**config.mk**
```make
export PLATFORM = sky130hd
export DESIGN_NAME = mpu_sample_sequencer_flat
export DESIGN_NICKNAME = d
export VERILOG_FILES = /design/src/rtl/mpu_sample_sequencer_pkg.sv /design/src/rtl/mpu_sample_sequencer_if.sv /design/src/rtl/mpu_sample_sequencer_regfile.sv /design/src/rtl/mpu_sample_sequencer.sv /design/src/flat_wrapper.sv
export SDC_FILE = /design/constraint.sdc
export NUM_CORES = 1
export LEC_CHECK = 0
export ABC_AREA = 1
export CAP_MARGIN = 20
export CORE_AREA = 2 2 199 201
export DETAILED_ROUTE_END_ITERATION = 8
export DIE_AREA = 0 0 201 203
export PLACE_DENSITY = 0.56
export REMOVE_ABC_BUFFERS = 1
export SETUP_SLACK_MARGIN = 0.02
export SYNTH_ARGS = -nofsm -noshare
export SYNTH_HDL_FRONTEND = slang
export SYNTH_SLANG_ARGS = --single-unit
```
**constraint.sdc**
```tcl
create_clock -name MCLK -period 3.73 [get_ports MCLK]
set_input_delay 1.119 -clock MCLK [delete_from_list [all_inputs] [get_ports MCLK]]
set_output_delay 1.119 -clock MCLK [all_outputs]
set_load 0.03 [all_outputs]
```
**src/rtl/mpu_sample_sequencer_pkg.sv**
```systemverilog
// Shared types and constants for the MPU6050 sample sequencer.
package mpu_seq_pkg;

  localparam int unsigned NUM_BYTES = 14;
  localparam int unsigned SAMPLE_W  = 16;
  localparam int unsigned ADR_W     = 4;

  // Byte offsets of the burst, in register order ACCEL_XOUT_H..GYRO_ZOUT_L
  localparam int unsigned ACCEL_X_H = 0;
  localparam int unsigned ACCEL_X_L = 1;
  localparam int unsigned ACCEL_Y_H = 2;
  localparam int unsigned ACCEL_Y_L = 3;
  localparam int unsigned ACCEL_Z_H = 4;
  localparam int unsigned ACCEL_Z_L = 5;
  localparam int unsigned TEMP_H    = 6;
  localparam int unsigned TEMP_L    = 7;
  localparam int unsigned GYRO_X_H  = 8;
  localparam int unsigned GYRO_X_L  = 9;
  localparam int unsigned GYRO_Y_H  = 10;
  localparam int unsigned GYRO_Y_L  = 11;
  localparam int unsigned GYRO_Z_H  = 12;
  localparam int unsigned GYRO_Z_L  = 13;

  typedef logic signed [SAMPLE_W-1:0] sample_t;

  typedef enum logic [1:0] {
    ST_COLLECT,
    ST_PUBLISH,
    ST_WAIT,
    ST_RESCAN
  } seq_state_t;

  // Big-endian byte pair to signed sample
  function automatic sample_t be_word(input logic [7:0] hi, input logic [7:0] lo);
    return sample_t'({hi, lo});
  endfunction

endpackage

```
**src/rtl/mpu_sample_sequencer_if.sv**
```systemverilog
// Byte-stream handshake between the MPU6050 instruction sequencer (master)
// and the sample sequencer (slave).
interface mpu_sample_sequencer_if;
  import mpu_seq_pkg::*;

  logic             LOAD;
  logic [ADR_W-1:0] ADR;
  logic [7:0]       DATA;
  logic             COMPLETED;
  logic             RESCAN;

  modport master (
    output LOAD, ADR, DATA, COMPLETED,
    input  RESCAN
  );

  modport slave (
    input  LOAD, ADR, DATA, COMPLETED,
    output RESCAN
  );

endinterface

```
**src/rtl/mpu_sample_sequencer_regfile.sv**
```systemverilog
// 14-byte burst store with per-byte valid mask; presents big-endian words.
module mpu_sample_regfile
  import mpu_seq_pkg::*;
(
  input  logic             MCLK,
  input  logic             nRST,
  input  logic             wr_en,
  input  logic [ADR_W-1:0] wr_idx,
  input  logic [7:0]       wr_data,
  input  logic             mask_clr,
  output sample_t          ax,
  output sample_t          ay,
  output sample_t          az,
  output sample_t          temp,
  output sample_t          gx,
  output sample_t          gy,
  output sample_t          gz,
  output logic             mask_full
);

  logic [7:0]           byte_q [NUM_BYTES];
  logic [NUM_BYTES-1:0] mask_q;
  logic [NUM_BYTES-1:0] wr_bit;

  // One-hot write select; indices 14 and 15 match no byte and are dropped
  always_comb begin
    wr_bit = '0;
    for (int unsigned i = 0; i < NUM_BYTES; i++) begin
      wr_bit[i] = wr_en && (wr_idx == ADR_W'(i));
    end
  end

  // Byte capture and mask accumulation; clear takes priority over a write
  always_ff @(posedge MCLK or negedge nRST) begin
    if (!nRST) begin
      for (int unsigned i = 0; i < NUM_BYTES; i++) begin
        byte_q[i] <= '0;
      end
      mask_q <= '0;
    end else begin
      for (int unsigned i = 0; i < NUM_BYTES; i++) begin
        if (wr_bit[i]) begin
          byte_q[i] <= wr_data;
        end
      end
      mask_q <= mask_clr ? '0 : (mask_q | wr_bit);
    end
  end

  // Includes the write of this cycle so a last byte arriving together with
  // COMPLETED still counts toward a full burst.
  assign mask_full = &(mask_q | wr_bit);

  assign ax   = be_word(byte_q[ACCEL_X_H], byte_q[ACCEL_X_L]);
  assign ay   = be_word(byte_q[ACCEL_Y_H], byte_q[ACCEL_Y_L]);
  assign az   = be_word(byte_q[ACCEL_Z_H], byte_q[ACCEL_Z_L]);
  assign temp = be_word(byte_q[TEMP_H],    byte_q[TEMP_L]);
  assign gx   = be_word(byte_q[GYRO_X_H],  byte_q[GYRO_X_L]);
  assign gy   = be_word(byte_q[GYRO_Y_H],  byte_q[GYRO_Y_L]);
  assign gz   = be_word(byte_q[GYRO_Z_H],  byte_q[GYRO_Z_L]);

endmodule

```
**src/rtl/mpu_sample_sequencer.sv**
```systemverilog
// Schedules periodic MPU6050 burst reads, collects the 14 streamed bytes and
// publishes seven signed samples with a one-cycle valid strobe.
module mpu_sample_sequencer
  import mpu_seq_pkg::*;
#(
  parameter int unsigned PERIOD_CYC  = 500000,
  parameter int unsigned TIMEOUT_CYC = 2500000
) (
  input  logic                        MCLK,
  input  logic                        nRST,
  input  logic                        ENABLE,
  mpu_sample_sequencer_if.slave       src,
  output sample_t                     AX,
  output sample_t                     AY,
  output sample_t                     AZ,
  output sample_t                     TEMP,
  output sample_t                     GX,
  output sample_t                     GY,
  output sample_t                     GZ,
  output logic                        SAMPLE_VALID,
  output logic [7:0]                  SAMPLE_CNT,
  output logic                        BUSY,
  output logic                        ERR_TIMEOUT,
  output logic                        ERR_SHORT,
  input  logic                        ERR_CLR
);

  localparam int unsigned PW = $clog2(PERIOD_CYC + 1);
  localparam int unsigned TW = $clog2(TIMEOUT_CYC + 1);

  seq_state_t    state_q, state_d;
  logic [PW-1:0] period_cnt;
  logic [TW-1:0] to_cnt;

  logic    to_last;
  logic    wait_done;
  logic    set_short;
  logic    set_timeout;
  logic    publish;
  logic    wr_en;
  logic    mask_clr;
  logic    mask_full;
  logic    rescan;
  sample_t rf_ax, rf_ay, rf_az, rf_temp, rf_gx, rf_gy, rf_gz;

  assign to_last   = (to_cnt == TW'(TIMEOUT_CYC - 1));
  assign wait_done = (period_cnt <= PW'(1));

  mpu_sample_regfile u_regfile (
    .MCLK      (MCLK),
    .nRST      (nRST),
    .wr_en     (wr_en),
    .wr_idx    (src.ADR),
    .wr_data   (src.DATA),
    .mask_clr  (mask_clr),
    .ax        (rf_ax),
    .ay        (rf_ay),
    .az        (rf_az),
    .temp      (rf_temp),
    .gx        (rf_gx),
    .gy        (rf_gy),
    .gz        (rf_gz),
    .mask_full (mask_full)
  );

  // State register
  always_ff @(posedge MCLK or negedge nRST) begin
    if (!nRST) begin
      state_q <= ST_COLLECT;
    end else begin
      state_q <= state_d;
    end
  end

  // Next-state logic; burst completion and handshake release beat a timeout
  always_comb begin
    state_d     = state_q;
    set_short   = 1'b0;
    set_timeout = 1'b0;
    unique case (state_q)
      ST_COLLECT: begin
        if (src.COMPLETED) begin
          if (mask_full) begin
            state_d = ST_PUBLISH;
          end else begin
            set_short = 1'b1;
            state_d   = ST_WAIT;
          end
        end else if (to_last) begin
          set_timeout = 1'b1;
          state_d     = ST_WAIT;
        end
      end
      ST_PUBLISH: state_d = ST_WAIT;
      ST_WAIT: begin
        if (ENABLE && wait_done) begin
          state_d = ST_RESCAN;
        end
      end
      ST_RESCAN: begin
        if (!src.COMPLETED) begin
          state_d = ST_COLLECT;
        end else if (to_last) begin
          set_timeout = 1'b1;
          state_d     = ST_WAIT;
        end
      end
      default: state_d = ST_COLLECT;
    endcase
  end

  // State-decoded outputs and datapath controls
  always_comb begin
    rescan   = (state_q == ST_RESCAN);
    BUSY     = (state_q == ST_COLLECT) || (state_q == ST_RESCAN);
    publish  = (state_q == ST_PUBLISH);
    wr_en    = (state_q == ST_COLLECT) && src.LOAD;
    mask_clr = publish || set_short || set_timeout;
  end

  assign src.RESCAN = rescan;

  // Handshake timeout counter: zero on entry to COLLECT/RESCAN, counts while there
  always_ff @(posedge MCLK or negedge nRST) begin
    if (!nRST) begin
      to_cnt <= '0;
    end else if ((state_d == state_q) &&
                 ((state_d == ST_COLLECT) || (state_d == ST_RESCAN))) begin
      to_cnt <= to_cnt + TW'(1);
    end else begin
      to_cnt <= '0;
    end
  end

  // Period counter: loaded when entering WAIT, counts down and parks at zero
  always_ff @(posedge MCLK or negedge nRST) begin
    if (!nRST) begin
      period_cnt <= '0;
    end else if (publish || set_short || set_timeout) begin
      period_cnt <= PW'(PERIOD_CYC);
    end else if ((state_q == ST_WAIT) && (period_cnt != '0)) begin
      period_cnt <= period_cnt - PW'(1);
    end
  end

  // Sample outputs, valid strobe and publish counter
  always_ff @(posedge MCLK or negedge nRST) begin
    if (!nRST) begin
      AX           <= '0;
      AY           <= '0;
      AZ           <= '0;
      TEMP         <= '0;
      GX           <= '0;
      GY           <= '0;
      GZ           <= '0;
      SAMPLE_VALID <= 1'b0;
      SAMPLE_CNT   <= '0;
    end else begin
      SAMPLE_VALID <= publish;
      if (publish) begin
        AX         <= rf_ax;
        AY         <= rf_ay;
        AZ         <= rf_az;
        TEMP       <= rf_temp;
        GX         <= rf_gx;
        GY         <= rf_gy;
        GZ         <= rf_gz;
        SAMPLE_CNT <= SAMPLE_CNT + 8'd1;
      end
    end
  end

  // Sticky error flags; a new error wins over a clear in the same cycle
  always_ff @(posedge MCLK or negedge nRST) begin
    if (!nRST) begin
      ERR_TIMEOUT <= 1'b0;
      ERR_SHORT   <= 1'b0;
    end else begin
      if (set_timeout) begin
        ERR_TIMEOUT <= 1'b1;
      end else if (ERR_CLR) begin
        ERR_TIMEOUT <= 1'b0;
      end
      if (set_short) begin
        ERR_SHORT <= 1'b1;
      end else if (ERR_CLR) begin
        ERR_SHORT <= 1'b0;
      end
    end
  end

endmodule

```
**src/flat_wrapper.sv**
```systemverilog
// flat-port wrapper written by rule: the top's interface ports become plain ports
module mpu_sample_sequencer_flat import mpu_seq_pkg::*;
#(
  parameter int unsigned PERIOD_CYC  = 500000,
  parameter int unsigned TIMEOUT_CYC = 2500000
)
  (MCLK, nRST, ENABLE, AX, AY, AZ, TEMP, GX, GY, GZ, SAMPLE_VALID, SAMPLE_CNT, BUSY, ERR_TIMEOUT, ERR_SHORT, ERR_CLR, src_LOAD, src_ADR, src_DATA, src_COMPLETED, src_RESCAN);
  mpu_sample_sequencer_if src_i ();
  input  logic MCLK;
  input  logic nRST;
  input  logic ENABLE;
  output sample_t AX;
  output sample_t AY;
  output sample_t AZ;
  output sample_t TEMP;
  output sample_t GX;
  output sample_t GY;
  output sample_t GZ;
  output logic SAMPLE_VALID;
  output logic [7:0] SAMPLE_CNT;
  output logic BUSY;
  output logic ERR_TIMEOUT;
  output logic ERR_SHORT;
  input  logic ERR_CLR;
  input wire logic [$bits(src_i.LOAD)-1:0] src_LOAD;
  input wire logic [$bits(src_i.ADR)-1:0] src_ADR;
  input wire logic [$bits(src_i.DATA)-1:0] src_DATA;
  input wire logic [$bits(src_i.COMPLETED)-1:0] src_COMPLETED;
  output wire logic [$bits(src_i.RESCAN)-1:0] src_RESCAN;
  assign src_i.LOAD = src_LOAD;
  assign src_i.ADR = src_ADR;
  assign src_i.DATA = src_DATA;
  assign src_i.COMPLETED = src_COMPLETED;
  assign src_RESCAN = src_i.RESCAN;
  mpu_sample_sequencer #(.PERIOD_CYC(PERIOD_CYC), .TIMEOUT_CYC(TIMEOUT_CYC)) u_core (.MCLK(MCLK), .nRST(nRST), .ENABLE(ENABLE), .src(src_i), .AX(AX), .AY(AY), .AZ(AZ), .TEMP(TEMP), .GX(GX), .GY(GY), .GZ(GZ), .SAMPLE_VALID(SAMPLE_VALID), .SAMPLE_CNT(SAMPLE_CNT), .BUSY(BUSY), .ERR_TIMEOUT(ERR_TIMEOUT), .ERR_SHORT(ERR_SHORT), .ERR_CLR(ERR_CLR));
endmodule
```
=== Word level (Yosys, flattened, before mapping) ===
Cells that the tools add are included.

* Flip-flop bits (word level): 292
* Bits of input ports: 18
* Word-level logic and storage cells: 103

* Add/subtract/negate cells: 3
* Magnitude comparators: 1
* Eq/ne operators: 19
* Muxes and demuxes: 20
* Bitwise gates (word level): 1
* Reductions and logical operators: 30

{| class="wikitable"
|+ Operator list
! operator !! number
|-
| two-way mux 19 bit || 2
|-
| == test 4 bit (second input constant) || 6
|-
| adder 22 x 1 -> 22 bit (second input constant) || 1
|-
| == test 22 bit (second input constant) || 1
|-
| two-way mux 22 bit || 1
|-
| <= comparator 19 x 1 -> 1 bit (second input constant) || 1
|-
| nonzero test 19 bit || 1
|-
| subtractor 19 x 1 -> 19 bit (second input constant) || 1
|-
| logical AND 1 bit || 18
|-
| == test 4 x 3 -> 1 bit (second input constant) || 4
|-
| two-way mux 14 bit || 1
|-
| bitwise OR 14 bit || 1
|-
| AND reduction 14 bit || 1
|-
| two-way mux 2 bit || 5
|-
| two-way mux 1 bit || 9
|-
| adder 8 x 1 -> 8 bit (second input constant) || 1
|-
| == test 4 x 2 -> 1 bit (second input constant) || 2
|-
| one-hot mux 2 bit (4 select lines) || 1
|-
| == test 2 bit (second input constant) || 3
|-
| nonzero test 2 bit || 3
|-
| == test 4 x 1 -> 1 bit (second input constant) || 1
|-
| zero test 2 bit || 2
|-
| zero test 4 bit || 1
|-
| logical OR 1 bit || 4
|-
| 3 further kinds || 3
|}

=== Logic depth before layout (Yosys ltp) ===
Gate-level depths: netlist of the first run.

* Depth in word-level cells: 12
* Depth in mapped cells: 19
* Depth with buffers taken out: 18

=== By module ===
Synthesis of the first run repeated with hierarchy kept, for this count alone.

* Cells, all modules: 1347
* Area, all modules: 12271.8 µm²

{| class="wikitable"
|+ Modules (own cells, without submodules)
! module !! instances !! cells an instance !! area an instance (µm²) !! sequential area each (µm²)
|-
| mpu_sample_sequencer || 1 || 875 || 7409.6 || 4154.0
|-
| mpu_sample_regfile || 1 || 472 || 4862.2 || 3153.0
|}

=== Least setup slack after synthesis of the first run ===
OpenSTA, ideal clock, no wires.

* Kind: in2reg
* Start point: input port src_ADR[3]
* End point: register u_core.to_cnt[3]
* Arrival time: 2398 ps
* Data required time: 3610 ps
* Slack: 1212 ps
* Cell stages on the path: 15
* Path through: nor2_2 -> nand3_2 -> nand2_1 -> nand2_1 -> inv_1 -> nand2_1 -> nor2_1 -> nand2_1 -> nand2_1 -> nand2_1 -> nand2_1 -> nand3_1 -> nand2_2 -> buf_6 -> nor2_1

* Word-level cells in the longest chain between the ends: 11
* Elaborated cells on any way between the ends: 39

{| class="wikitable"
|+ RTL lines
! item !! RTL line !! source
|-
| from (decl) || flat_wrapper.sv:26 || <nowiki>input wire logic [$bits(src_i.ADR)-1:0] src_ADR;</nowiki>
|-
| == test 4 x 1 -> 1 bit (tied with other cells) || mpu_sample_sequencer_regfile.sv:29 || <nowiki>wr_bit[i] = wr_en && (wr_idx == ADR_W'(i));</nowiki>
|-
| logical AND 1 bit || mpu_sample_sequencer_regfile.sv:29 ||
|-
| bitwise OR 14 bit * || mpu_sample_sequencer_regfile.sv:52 || <nowiki>assign mask_full = &(mask_q | wr_bit);</nowiki>
|-
| AND reduction 14 bit * || mpu_sample_sequencer_regfile.sv:52 ||
|-
| two-way mux 2 bit * || mpu_sample_sequencer.sv:83 || <nowiki>if (mask_full) begin</nowiki>
|-
| two-way mux 2 bit * || mpu_sample_sequencer.sv:82 || <nowiki>if (src.COMPLETED) begin</nowiki>
|-
| one-hot mux 2 bit (4 select lines) * || mpu_sample_sequencer.sv:80 || <nowiki>unique case (state_q)</nowiki>
|-
| == test 2 bit or zero test 2 bit (tied branches) || mpu_sample_sequencer.sv:128 || <nowiki>((state_d == ST_COLLECT) || (state_d == ST_RESCAN))) begin</nowiki>
|-
| logical OR 1 bit || mpu_sample_sequencer.sv:128 ||
|-
| logical AND 1 bit * || mpu_sample_sequencer.sv:127 || <nowiki>end else if ((state_d == state_q) &&</nowiki>
|-
| two-way mux 22 bit * || mpu_sample_sequencer.sv:127 ||
|-
| to (signal assigned) || mpu_sample_sequencer.sv:129 || <nowiki>to_cnt <= to_cnt + TW'(1);</nowiki>
|-
| to (decl) || mpu_sample_sequencer.sv:33 || <nowiki>logic [TW-1:0] to_cnt;</nowiki>
|}

Every way passes the cells marked *; elsewhere a longest branch is shown, timed or not.
A chain may end at the register's enable or synchronous reset.

=== Worst setup path in the final report of the first run ===
* Start point: register u_core.state_q[0]
* End point: output port BUSY

* Word-level cells in the longest chain between the ends: 2
* Elaborated cells on any way between the ends: 3

{| class="wikitable"
|+ RTL lines
! item !! RTL line !! source
|-
| from (decl) || mpu_sample_sequencer.sv:31 || <nowiki>seq_state_t state_q, state_d;</nowiki>
|-
| from (signal assigned) || mpu_sample_sequencer.sv:71 || <nowiki>state_q <= state_d;</nowiki>
|-
| == test 2 bit or zero test 2 bit (tied branches) || mpu_sample_sequencer.sv:115 || <nowiki>BUSY = (state_q == ST_COLLECT) || (state_q == ST_RESCAN);</nowiki>
|-
| logical OR 1 bit * || mpu_sample_sequencer.sv:115 ||
|-
| to (decl) || flat_wrapper.sv:21 || <nowiki>output logic BUSY;</nowiki>
|}

Marked as above.

==> impl_results.md, run 1 <==
* P_leak at about 7.4 nW
* Post-layout min period at roughly 3.4 ns
* Latest clock arrival within the worst-skew pair at 0.51 ns
* Cell Area, Synth at roughly 12000 um^2
* Post-Synthesis Cells at around 1.3k
* Worst hold slack at about 0.46 ns
* DRT antenna net count at 0
* CTS max path bufs at 3
* CP required at about 2.6 ns
* RSZ-0062 raised after global routing: false
* CP max stage delay at just under 0.7 ns
* Post-CTS Setup Repair Bufs at 0
* Pin count of the biggest net entering global routing at between 90 and 100
* Reg with most FFs: u_core.to_cnt
* Die Area at around 41000 um^2
* Top cell type by total area after synthesis: dfrtp_1
* Critical-path maximum fanout at 6
* R2R Setup Slk at 1.10 ns
* Initial antenna violation count at 1
* Initial Util at 0.308
* Drt via density at ~4.4
* Part of the cycle the worst path needs at 0.916
* Yosys reg bits at 292
* CTS Hold Bufs at 0
* # diodes at 0
* H-tree depth reported by CTS at 2
* Status: complete, no violations
* PortBufs at roughly 140
* Layout cells sized above 1 at 0.0893
* Hold endpoint: u_core.to_cnt[0]
* DR iter-0 viols at about 370
* WL final at roughly 30000 um
* Grt ovf at 0
* # rows at 72
* Overall Global Routing Usage at 0.148
* Non-filler cells, final at between 2k and 2.5k
* Clock transition at the registers of the reported paths at ~0.05 ns
* Final Hold Fails at 0
* Setup violators final at 0
* Yosys top cell area share at 0.617
* Number of remaining DRC errors at 0
* Sum Neg Setup Slack at 0 ns
* Worst path cell trace: inv_1, ha_1, inv_1, clkdlybuf4s50_1
* CP delay by family, top: buffers and inverters
* Post-Syn Area per Cell at 8.97 um^2
* Peak Freq at approximately 0.3 GHz
* WL/cell at between 10 and 15 um
* Die X at around 200 um
* Most frequent cells in the layout: nand2_1 (548), dfrtp_1 (292), clkdlybuf4s50_1 (141)
* Crit path buffers/inverters at 3
* Core Area at between 30000 and 40000 um^2
* Relative slew slack at 0.416
* Nets@finish at ~1.5k
* DP Area at roughly 14000 um^2
* Top Registers: u_core.to_cnt: 22 flops, u_core.period_cnt: 19 flops
* Critical path startpoint category: register
* Area Growth Syn to Fin at 28.4%
* Via count at between 8k and 9k
* Slew Limit Fails at 0
* CTS tree: done
* Maximum VDD drop at 0.213 mV
* PwrDens at 454 nW/um^2
* Post-synthesis sequential area ratio at 0.617
* Placed Instances at 1954
* CTS Sinks at slightly below 300
* Hold Path Cell Cnt at 1
* Crit path max-delay cell type: clkdlybuf4s50_1
* Die H at 203 um
* Post-route cell area at 15200 um^2
* Post_cts resized at 0
* YS warnings at 0
* Hold Path Class: register to register
* Tot Pwr at a little under 7 mW
* Drt pass-1 iters at 5
* Setup Crit Path Kind: register to output pin
* Vias in the first global route at around 9k
* HPWL Detailed at approximately 19000 um
* R2R depth at 15
* Hold path startpoint: u_core.to_cnt[0]
* Max FFs per register at 22
* Global-route wire length before repair at between 40000 and 50000 um
* Max-cap violations at 0
* Gp weighted congestion at just under 0.9
* Worst flop-to-flop path endpoint: u_core.u_regfile.mask_q[11]
* Arrival time worst endpoint at 2.30 ns
* CP Capture Type: output pin
* Io pins at about 140
* Reg2reg start: u_core.state_q[0]
* Num CTS Buffers at 36
* Top cells by area in the synthesized netlist: dfrtp_1 (62%), nand2_1 (17%), o21ai_0 (5.2%)
* Most common cell after layout, fill and taps aside: nand2_1
* Slew @ Worst Pin at 0.875 ns
* CTS root buf: clkbuf_16
* Most used cell, CP: inv_1
* Post-synth cell types at 31
* Clock skew at 0.0126 ns
-- worst max-delay path by stage --
stage                       from                    end  slack, ns  cells past startpoint
2_1_floorplan  u_core.state_q[1]           u_core.AX[0]      -1.95                      5
3_3_place_gp            src_LOAD  u_core.period_cnt[15]       0.42                     14
3_5_place_dp            src_LOAD  u_core.period_cnt[15]       0.30                     14
4_1_cts        u_core.state_q[0]                   BUSY       0.28                      4
5_1_grt        u_core.state_q[0]                   BUSY       0.22                      4
6_report       u_core.state_q[0]                   BUSY       0.31                      4
-- cell type report --
cell class              instances  area (um^2)
repair buffers                170         1690
clock buffers                  49         1020
multi-input cells             890         4010
inverters                      85          322
well taps                     518          648
fillers                      3855        23300
clock inverters                14          204
flip-flops and latches        292         7310
-- cell families after synthesis --
group,count (synthesis),share of synthesized area
xor+xnor,27,0.0200
simple gates,706,0.244
buf+inv,138,0.0453
compound gates,147,0.0629
flops,292,0.617
fa+ha+maj,10,0.0106
-- worst register-to-register path, stage by stage, from the launching register on --
cell and delay [ns]:
dfrtp_1 0.47, inv_1 0.17, ha_1 0.24, nand2_2 0.16
nor2_2 0.24, nand2_2 0.08, nand2_1 0.07, nand2_1 0.07
clkinv_1 0.05, nand2_1 0.04, nor2_1 0.08, nand2_1 0.12
nand3_1 0.11, nand2_1 0.22, buf_4 0.28, a21oi_1 0.14
-- per-stage QoR --
step	setup WS, ns	util
2_1_floorplan	-1.95	-
3_3_place_gp	0.417	0.363
3_5_place_dp	0.299	0.363
4_1_cts	0.284	0.395
5_1_grt	0.221	0.395
6_report	0.315	0.395
-- power breakdown --
part	internal (mW)	switching, mW
sequential	3.17	0.0000000000000000518
combinational	0.0261	0.110
clock	2.26	1.33
-- Yosys cell counts --
| cell | n |
|---|---|
| nor3_1 | 13 |
| o21bai_1 | 1 |
| inv_2 | 3 |
| and3_1 | 2 |
| clkbuf_1 | 48 |
| nor3b_1 | 2 |
| nor3_2 | 1 |
| nand3_2 | 5 |
| nor2_1 | 57 |
| inv_1 | 80 |
| nand2_1 | 548 |
| dfrtp_1 | 292 |
| nand3b_1 | 2 |
| nand3_1 | 24 |
| xor2_1 | 18 |
| nor2_2 | 23 |
| nor4_1 | 2 |
| o21ai_0 | 122 |
| buf_6 | 2 |
| nand4_1 | 12 |
| o22ai_1 | 1 |
| ha_1 | 10 |
| nand2_2 | 8 |
| buf_2 | 3 |
| o211ai_1 | 1 |
| clkinv_1 | 2 |
| a21oi_1 | 21 |
| xnor2_1 | 9 |
| or2_2 | 6 |
| a21o_1 | 1 |
| nor2_4 | 1 |
-- per-layer routing --
layer / routed length (um) / part of all wire / GRT usage / up-vias
met5: 0 / 0 / 0 / -
met4: 520 / 0.017 / 0.0381 / 0
met3: 1390 / 0.046 / 0.0292 / 41
met2: 12800 / 0.43 / 0.227 / 180
met1: 15100 / 0.51 / 0.215 / 4264
li1: - / - / - / 4429
Power figures use the tool's default switching activity.
==> run 2, diff against run 1 <==
--- a/config.mk
+++ b/config.mk
@@ -7,10 +7,12 @@
 export LEC_CHECK = 0
 export ABC_AREA = 1
 export CAP_MARGIN = 20
+export CELL_PAD_IN_SITES_DETAIL_PLACEMENT = 1
+export CELL_PAD_IN_SITES_GLOBAL_PLACEMENT = 1
 export CORE_AREA = 2 2 199 201
 export DETAILED_ROUTE_END_ITERATION = 8
 export DIE_AREA = 0 0 201 203
-export PLACE_DENSITY = 0.56
+export PLACE_DENSITY = 0.68
 export REMOVE_ABC_BUFFERS = 1
 export SETUP_SLACK_MARGIN = 0.02
 export SYNTH_ARGS = -nofsm -noshare
==> run 2 against run 1 <==
Critical path depth did not move; global-route usage rose by 1.3 points; critical endpoint unchanged; flip-flop and latch count did not move; cell count fell by 0.15%; core utilization fell by 0.30 points; die area did not move; power fell by 4.1%; clock skew fell by 0.00057 ns; register-to-register slack got worse by 0.03 ns; hold slack improved by 0.0019 ns; largest power group unchanged.
==> impl_results.md, run 2 (synthesis gave the netlist of run 1 again) <==
* Status: complete, no violations
* Die X at between 200 and 250 um
* Grt ovf at 0
* Gate power share at 0.021
* CTS root buf: clkbuf_16
* CTS Sinks at ~290
* Area Growth Syn to Fin at 27.4%
* Most frequent cells in the layout: nand2_1 (548), dfrtp_1 (292), clkdlybuf4s50_1 (141)
* Nets@finish at 1500
* Final Hold Fails at 0
* H-tree depth reported by CTS at 2
* Drt via density at 4.50
* Clock skew at approximately 0.012 ns
* Global-route wire length before repair at roughly 53000 um
* CP required at between 2 and 3 ns
* Arrival time worst endpoint at between 2 and 2.5 ns
* Via count at around 9.1k
* Maximum VDD drop at 0.247 mV
* Die H at a little over 200 um
* Post-layout min period at about 3.4 ns
* Die Area at 40800 um^2
* M3 GR Usage at 0.0263
* Clk pwr share at 0.500
* CTS max path bufs at 3
* Post-place setup slack at approximately 0.27 ns
* Setup violators final at 0
* Post-CTS Setup Repair Bufs at 0
* Drt pass-1 iters at 5
* Pin count of the biggest net entering global routing at between 70 and 80
* Slew Limit Fails at 0
* Initial antenna violation count at 0
* Setup Crit Path Kind: register to output pin
* Hold Path Class: register to register
* PortBufs at between 100 and 150
* Busiest grt layer: met2
* Post-route cell area at about 15000 um^2
* Met1 Resource Use GR at 0.220
* Layout cells sized above 1 at 0.0875
* CTS Hold Bufs at 0
* Sum Neg Setup Slack at 0 ns
* Slew @ Worst Pin at approximately 0.86 ns
* Switching Share at 0.214
* Initial Util at 0.308
* Critical path startpoint category: register
* Latest clock arrival within the worst-skew pair at approximately 0.5 ns
* DRT antenna net count at 0
* Crit path max-delay cell type: clkdlybuf4s50_1
* Gp weighted congestion at between 0.8 and 0.9
* Io pins at 143
* Part of the cycle the worst path needs at 0.909
* WL final at about 32000 um
* P_leak at between 7 and 8 nW
* Overall Global Routing Usage at 0.161
* CTS tree: done
* DP Area at ~14000 um^2
* Internal power at approximately 5.2 mW
* Seq pwr share at 0.479
* WL/cell at about 16 um
* Number of remaining DRC errors at 0
* Reg with most FFs: u_core.to_cnt
* Clock transition at the registers of the reported paths at about 0.06 ns
* Max FFs per register at 22
* Post_cts resized at 0
* DR iter-0 viols at approximately 410
* Critical-path maximum fanout at 6
* Net switching power at ~1.4 mW
* Met2 global-route usage at 0.268
* Worst path cell trace: inv_1, ha_1, inv_1, clkdlybuf4s50_1
* CP max stage delay at roughly 0.66 ns
* Max-cap violations at 0
* Min setup slack post-route at 0.340 ns
* Most common cell after layout, fill and taps aside: nand2_1
* Peak Freq at ~0.29 GHz
* Layout Utilization at 0.392
* CP delay by family, top: buffers and inverters
* Crit path buffers/inverters at 3
* # diodes at 0
* Num CTS Buffers at 35
* RSZ-0062 raised after global routing: false
* HPWL Detailed at 21100 um
* Relative slew slack at 0.428
* Fillcell total at 4447
* CP Capture Type: output pin
* Most used cell, CP: inv_1
* PwrDens at ~440 nW/um^2
* Top Registers: u_core.to_cnt: 22 flops, u_core.period_cnt: 19 flops
* Vias in the first global route at ~9.8k
* Core Area at just under 40000 um^2
* # rows at 72
-- run 2: cell count changes in the layout (fill, tap and decap cells not counted) --
cell / change
inv_6: -1
inv_4: -1
buf_4: -2
bufinv_16: -5
buf_12: +1
clkinv_2: +2
clkinvlp_4: -1
buf_16: -1
clkbuf_8: +5
-- run 2: per-layer routing --
layer,vias up,part of all wire
met5,-,0
met4,0,0.015
met3,38,0.035
met2,147,0.47
met1,4468,0.48
li1,4417,-
-- run 2: final timing paths --
path / startpoint / slack [ns] / depth (start not counted) / endpoint
max: u_core.state_q[0] / 0.34 / 4 / BUSY
min: u_core.to_cnt[0] / 0.46 / 1 / u_core.to_cnt[0]
max reg2reg: u_core.state_q[0] / 1.07 / 19 / u_core.to_cnt[3]
min reg2reg: u_core.to_cnt[0] / 0.46 / 1 / u_core.to_cnt[0]
max in group asynchronous: nRST / 2.28 / 2 / u_core.u_regfile.gx[14]
min in group asynchronous: nRST / 0.59 / 1 / u_core.to_cnt[21]
-- run 2: final cells by class --
class,count,area [um^2],share of cell area
sequential,292,7310,0.484
multi-input combinational,890,4010,0.266
inverter,85,320,0.0212
timing repair buffer,168,1670,0.111
tap,518,648,0.0430
clock buffer,54,1090,0.0722
clock inverter,8,42.5,0.00282
-- run 2: metrics by stage --
step	total power, mW	hold slack, ns	std cells
2_1_floorplan	3.25	0.433	1267
3_3_place_gp	3.37	0.446	1953
3_5_place_dp	3.37	0.458	1953
4_1_cts	6.73	0.468	2015
5_1_grt	6.86	0.488	2015
6_report	6.62	0.462	2015
-- run 2: power groups by stage --
stage	sequential [mW]	clock [mW]	combinational [mW]
2_1_floorplan	3.23	0	0.0191
3_3_place_gp	3.23	0	0.147
3_5_place_dp	3.23	0	0.149
4_1_cts	3.17	3.41	0.149
5_1_grt	3.17	3.53	0.160
6_report	3.17	3.31	0.140
-- run 2: worst register-to-register path: cells and delay by family (launching register included) --
family                     cells  cell delay, ns
adders and majority gates      1            0.28
DFF                            1            0.48
and+or+nand+nor               15            1.45
buffers and inverters          3            0.39
==> run 3, diff against run 2 <==
--- a/config.mk
+++ b/config.mk
@@ -6,12 +6,14 @@
 export NUM_CORES = 1
 export LEC_CHECK = 0
 export ABC_AREA = 1
+export ABC_CLOCK_PERIOD_IN_PS = 3730
 export CAP_MARGIN = 20
 export CELL_PAD_IN_SITES_DETAIL_PLACEMENT = 1
 export CELL_PAD_IN_SITES_GLOBAL_PLACEMENT = 1
 export CORE_AREA = 2 2 199 201
 export DETAILED_ROUTE_END_ITERATION = 8
 export DIE_AREA = 0 0 201 203
+export HOLD_SLACK_MARGIN = 0.08
 export PLACE_DENSITY = 0.68
 export REMOVE_ABC_BUFFERS = 1
 export SETUP_SLACK_MARGIN = 0.02
==> results of run 3 <==
No change in the layout: final DEF, timing and power equal those of run 2.
==> variant 1: new RTL, flow settings as in run 2 <==
`PERIOD_CYC` is set to 500000 in 2 places; all go to 125000.
--- a/src/rtl/mpu_sample_sequencer.sv
+++ b/src/rtl/mpu_sample_sequencer.sv
@@ -5,3 +5,3 @@
 #(
-  parameter int unsigned PERIOD_CYC  = 500000,
+  parameter int unsigned PERIOD_CYC  = 125000,
   parameter int unsigned TIMEOUT_CYC = 2500000
--- a/src/flat_wrapper.sv
+++ b/src/flat_wrapper.sv
@@ -3,3 +3,3 @@
 #(
-  parameter int unsigned PERIOD_CYC  = 500000,
+  parameter int unsigned PERIOD_CYC  = 125000,
   parameter int unsigned TIMEOUT_CYC = 2500000
Behaviour: no difference found for any inputs over 4 cycles, from zero or initial values and one cycle with nRST low; that may be too few to reach the edited logic, so the function may still have changed.
==> variant 1 against run 2 <==
- synthesized area fell by 0.90%
- total power shrank 1.5%
- wire length shrank 1.0%
- worst setup slack worse by 5.3 ps
- worst hold slack gained 7.8 ps
- largest cell class unchanged
- count of clock-buffer cells in the layout fell by 7
- via count shrank 0.47%
- clock skew is 2.7 ps higher
- sequential cell count decreased by 2
- largest power group unchanged
- synthesized cell count decreased by 1.7%
- cell area down 0.87%
- critical path depth is the same
- sequential share of layout area grew 0.091 points
==> variant 1: results (changes against run 2) <==
- Status: complete, no violations (unchanged)
- Reg2reg end: u_core.period_cnt[1] (was u_core.to_cnt[3])
- Place WS: 309 ps (was 268 ps)
- Worst VDD drop: 0.234 mV (was 0.247 mV)
- Clock buffers: 47 (was 54)
- Final Hold Slack: 470 ps (was 462 ps)
- Placed Area: 0.0139 mm² (was 0.0140 mm²)
- Met3 Use GR: 0.0270 (was 0.0263)
- Detailed router's first-iteration violation count: 459 (was 407)
- Fin cells: 1,993 (was 2,015)
- Num CTS Buffers: 34 (was 35)
- Synth area leaders: dfrtp_1, nand2_1, o21ai_0 (unchanged)
- Drt first pass iters: 4 (was 5)
- Top cells by count, synth: nand2_1, dfrtp_1, o21ai_0, inv_1, nor2_1 (unchanged)
- Detailed placer's ending HPWL: 21,000 µm (was 21,100 µm)
- Reg2Reg Launch Point: u_core.state_q[1] (was u_core.state_q[0])
- Synth Area in Compound Gates: 0.0617 (was 0.0629)
- Hold wc startpoint: u_core.u_regfile.temp[12] (was u_core.to_cnt[0])
- Met1 Use GR: 0.214 (was 0.220)
- Sequential share of cell area: 0.485 (was 0.484)
- WHS Path Cells: 2 (was 1)
- DRT Wirelength: 31,800 µm (was 32,200 µm)
- # fillers: 4,450 (was 4,447)
- Worst-margin pin slew: 850 ps (was 857 ps)
- Number of non-clock buffers: 169 (was 168)
- GR Util All Layers: 0.159 (was 0.161)
- Area taken by multi-input logic gates: 0.00399 mm² (was 0.00401 mm²)
- Multi-input gates: 878 (was 890)
- Via total after detailed routing: 9,027 (was 9,070)
- Reg2reg setup slack: 1010 ps (was 1070 ps)
- Placed Cells: 1,932 (was 1,953)
- Pleak: 7.28 nW (was 7.39 nW)
- Data buffer area share: 0.112 (was 0.111)
- Sequential share of the synthesized area: 0.619 (was 0.617)
- Clock share of power: 0.496 (was 0.500)
- Number of global-route vias before repair: 9,633 (was 9,835)
- Netlist cell types: 28 (was 31)
variant 1: worst max-delay path by stage:
stage	end	start	slack, ps
final	BUSY	u_core.state_q[0]	330
after detailed placement	u_core.u_regfile.mask_q[5]	src_ADR[1]	310
after global routing	BUSY	u_core.state_q[0]	220
after floorplan	u_core.AX[0]	u_core.state_q[1]	-1950
after CTS	BUSY	u_core.state_q[0]	300
after global placement	u_core.period_cnt[0]	src_ADR[3]	440
variant 1: routing by layer:
| layer | vias to the layer above | wire length [µm] |
|---|---|---|
| met2 | 140 | 15100 |
| li1 | 4346 | - |
| met1 | 4498 | 15100 |
| met3 | 43 | 1110 |
| met5 | - | 0 |
| met4 | 0 | 575 |
variant 1: cell families after synthesis:
group / count (synthesis)
and+or+nand+nor: 693
DFF: 290
AOI/OAI and AO/OA: 144
xor gates and xnor gates: 31
adders and majority gates: 10
buffers and inverters: 129
==> variant 2: new RTL, config.mk and constraints of run 2 <==
Made on the original files. Put one more register stage on the output `SAMPLE_CNT`, cleared by the reset. The value now appears one clock later. The other outputs are not delayed to match.
--- a/src/rtl/mpu_sample_sequencer.sv
+++ b/src/rtl/mpu_sample_sequencer.sv
@@ -30,2 +30,4 @@
 
+  logic [7:0] SAMPLE_CNT_s0;
+
   seq_state_t    state_q, state_d;
@@ -156,3 +158,3 @@
       SAMPLE_VALID <= 1'b0;
-      SAMPLE_CNT   <= '0;
+      SAMPLE_CNT_s0 <= '0;
     end else begin
@@ -167,3 +169,3 @@
         GZ         <= rf_gz;
-        SAMPLE_CNT <= SAMPLE_CNT + 8'd1;
+        SAMPLE_CNT_s0 <= SAMPLE_CNT_s0 + 8'd1;
       end
@@ -191,2 +193,10 @@
 
+  always_ff @(posedge MCLK or negedge nRST) begin
+    if (!nRST) begin
+      SAMPLE_CNT <= '0;
+    end else begin
+      SAMPLE_CNT <= SAMPLE_CNT_s0;
+    end
+  end
+
 endmodule
Check against the original RTL: no difference found for any inputs over 4 cycles, from zero or initial values and one cycle with nRST low; that may be too few to reach the edited logic, so the function may still have changed.
==> variant 2 against run 2 <==
- total power grew 3.2%
- cell count grew 0.35%
- sequential power grew 3%
- synthesized area grew 3.0%
- cell area grew 2.5%
- largest cell class unchanged
- non-clock buffer count grew 1
- sequential cell count grew 8
- wire length grew 1.0%
- worst setup slack gained 2.4 ps
==> variant 2: results (changes against run 2) <==
- Fraction of layout cells with a size suffix above 1: 0.0918 (was 0.0875)
- Largest net degree at the start of global routing: 81 (was 77)
- Maximum clock path buffer count: 3 (unchanged)
- Pleak: 7.48 nW (was 7.39 nW)
- Initial antenna violation count: 0 (unchanged)
- Status: complete, no violations (unchanged)
- Detailed placer's ending HPWL: 21,400 µm (was 21,100 µm)
- Reg2Reg Launch Point: u_core.state_q[1] (was u_core.state_q[0])
- Number of global-route vias before repair: 9,910 (was 9,835)
- Asr flop ratio synth: 1.00 (unchanged)
- DR vias/cell: 4.55 (was 4.50)
- Drt first pass iters: 4 (was 5)
- Relative slew slack: 0.451 (was 0.428)
- Crit. Startpoint: u_core.state_q[0] (unchanged)
- CTS Root Cell: clkbuf_16 (unchanged)
- Most used flip-flop cell after synthesis: dfrtp_1 (unchanged)
- Synth area leaders: dfrtp_1, nand2_1, o21ai_0 (unchanged)
- Netlist cell types: 32 (was 31)
- Crit Path Max Fanout: 7 (was 6)
- Hold wc startpoint: u_core.SAMPLE_CNT_s0[7] (was u_core.to_cnt[0])
- Post-CTS Resized: 0 (unchanged)
- Placed Area: 0.0143 mm² (was 0.0140 mm²)
- Sequential share of the synthesized area: 0.616 (was 0.617)
- Top cells by count, synth: nand2_1, dfrtp_1, o21ai_0, inv_1, nor2_1 (unchanged)
- Pwr dens: 441 mW/mm² (was 438 mW/mm²)
- Layout Nets: 1,510 (was 1,500)
- Clk slew on worst S/H paths: 60 ps (about the same)
- WL/cell: 16.1 µm (was 16.0 µm)
- Clock Skew: 16.4 ps (was 12.0 ps)
- GP Congestion: 0.869 (was 0.821)
- Detailed router's first-iteration violation count: 459 (was 407)
- Synthesized area per cell: 9.17 µm² (was 8.97 µm²)
- GR Util All Layers: 0.164 (was 0.161)
- Placed Cells: 1,964 (was 1,953)
- Via total after detailed routing: 9,208 (was 9,070)
- Num CTS Buffers: 34 (was 35)
- # fillers: 4,434 (was 4,447)
- First-pass GRT wire length: 53,800 µm (was 52,700 µm)
- Worst VDD drop: 0.250 mV (was 0.247 mV)
- Place WS: 175 ps (was 268 ps)
==> variant 2: cell count changes after synthesis, moves of 3 or more <==
cell             run 2  this run
inv_2                3         8
or2_2                6         3
buf_1                0         7
clkbuf_1            48        41
nor2_1              57        70
nor2_4               1        23
nor3_1              13         8
xor2_1              18        21
dfrtp_1            292       300
nor2_2              23         3
inv_1               80        74
nand2_1            548       542
==> variant 2: path summary, 6_finish.rpt <==
check / to / slack [ps] / cells past startpoint
max reg2reg: u_core.to_cnt[0] / 840 / 16
max in group asynchronous: u_core.SAMPLE_CNT_s0[4] / 2260 / 2
min reg2reg: u_core.SAMPLE_CNT[7] / 390 / 0
max: BUSY / 340 / 4
min: u_core.SAMPLE_CNT[7] / 390 / 0
min in group asynchronous: u_core.AZ[14] / 600 / 1
==> variant 2: cells by family after synthesis <==
logic type / after synthesis / synth area share
xor+xnor: 31 / 0.0223
compound gates: 148 / 0.0617
buf+inv: 136 / 0.0448
fa+ha+maj: 10 / 0.0103
simple gates: 705 / 0.245
flops: 300 / 0.616
==> variant 2: power by group <==
| part | internal, W | switching, W |
|---|---|---|
| combinational | 0.0000293 | 0.000113 |
| clock | 0.00209 | 0.00133 |
| sequential | 0.00325 | 0.0000000000000000000410 |
==> variant 2: cell type report <==
type                       instances  area share
clock buffer                      51      0.0685
clock inverter                     7     0.00575
inverter                          83      0.0203
multi-input combinational        894       0.269
sequential                       300       0.486
tap                              518      0.0419
timing repair buffer             169       0.109
==> variant 2: layer usage <==
layer / wire, µm / track usage
met5: 0 / 0
met4: 522 / 0.0434
met3: 1210 / 0.0270
met2: 15400 / 0.272
met1: 15400 / 0.223
==> variant 2: critical path, cell delays in order (launching register included) <==
cell	delay, ps
dfrtp_1	520
inv_1	140
ha_1	360
inv_1	70
clkdlybuf4s50_1	670
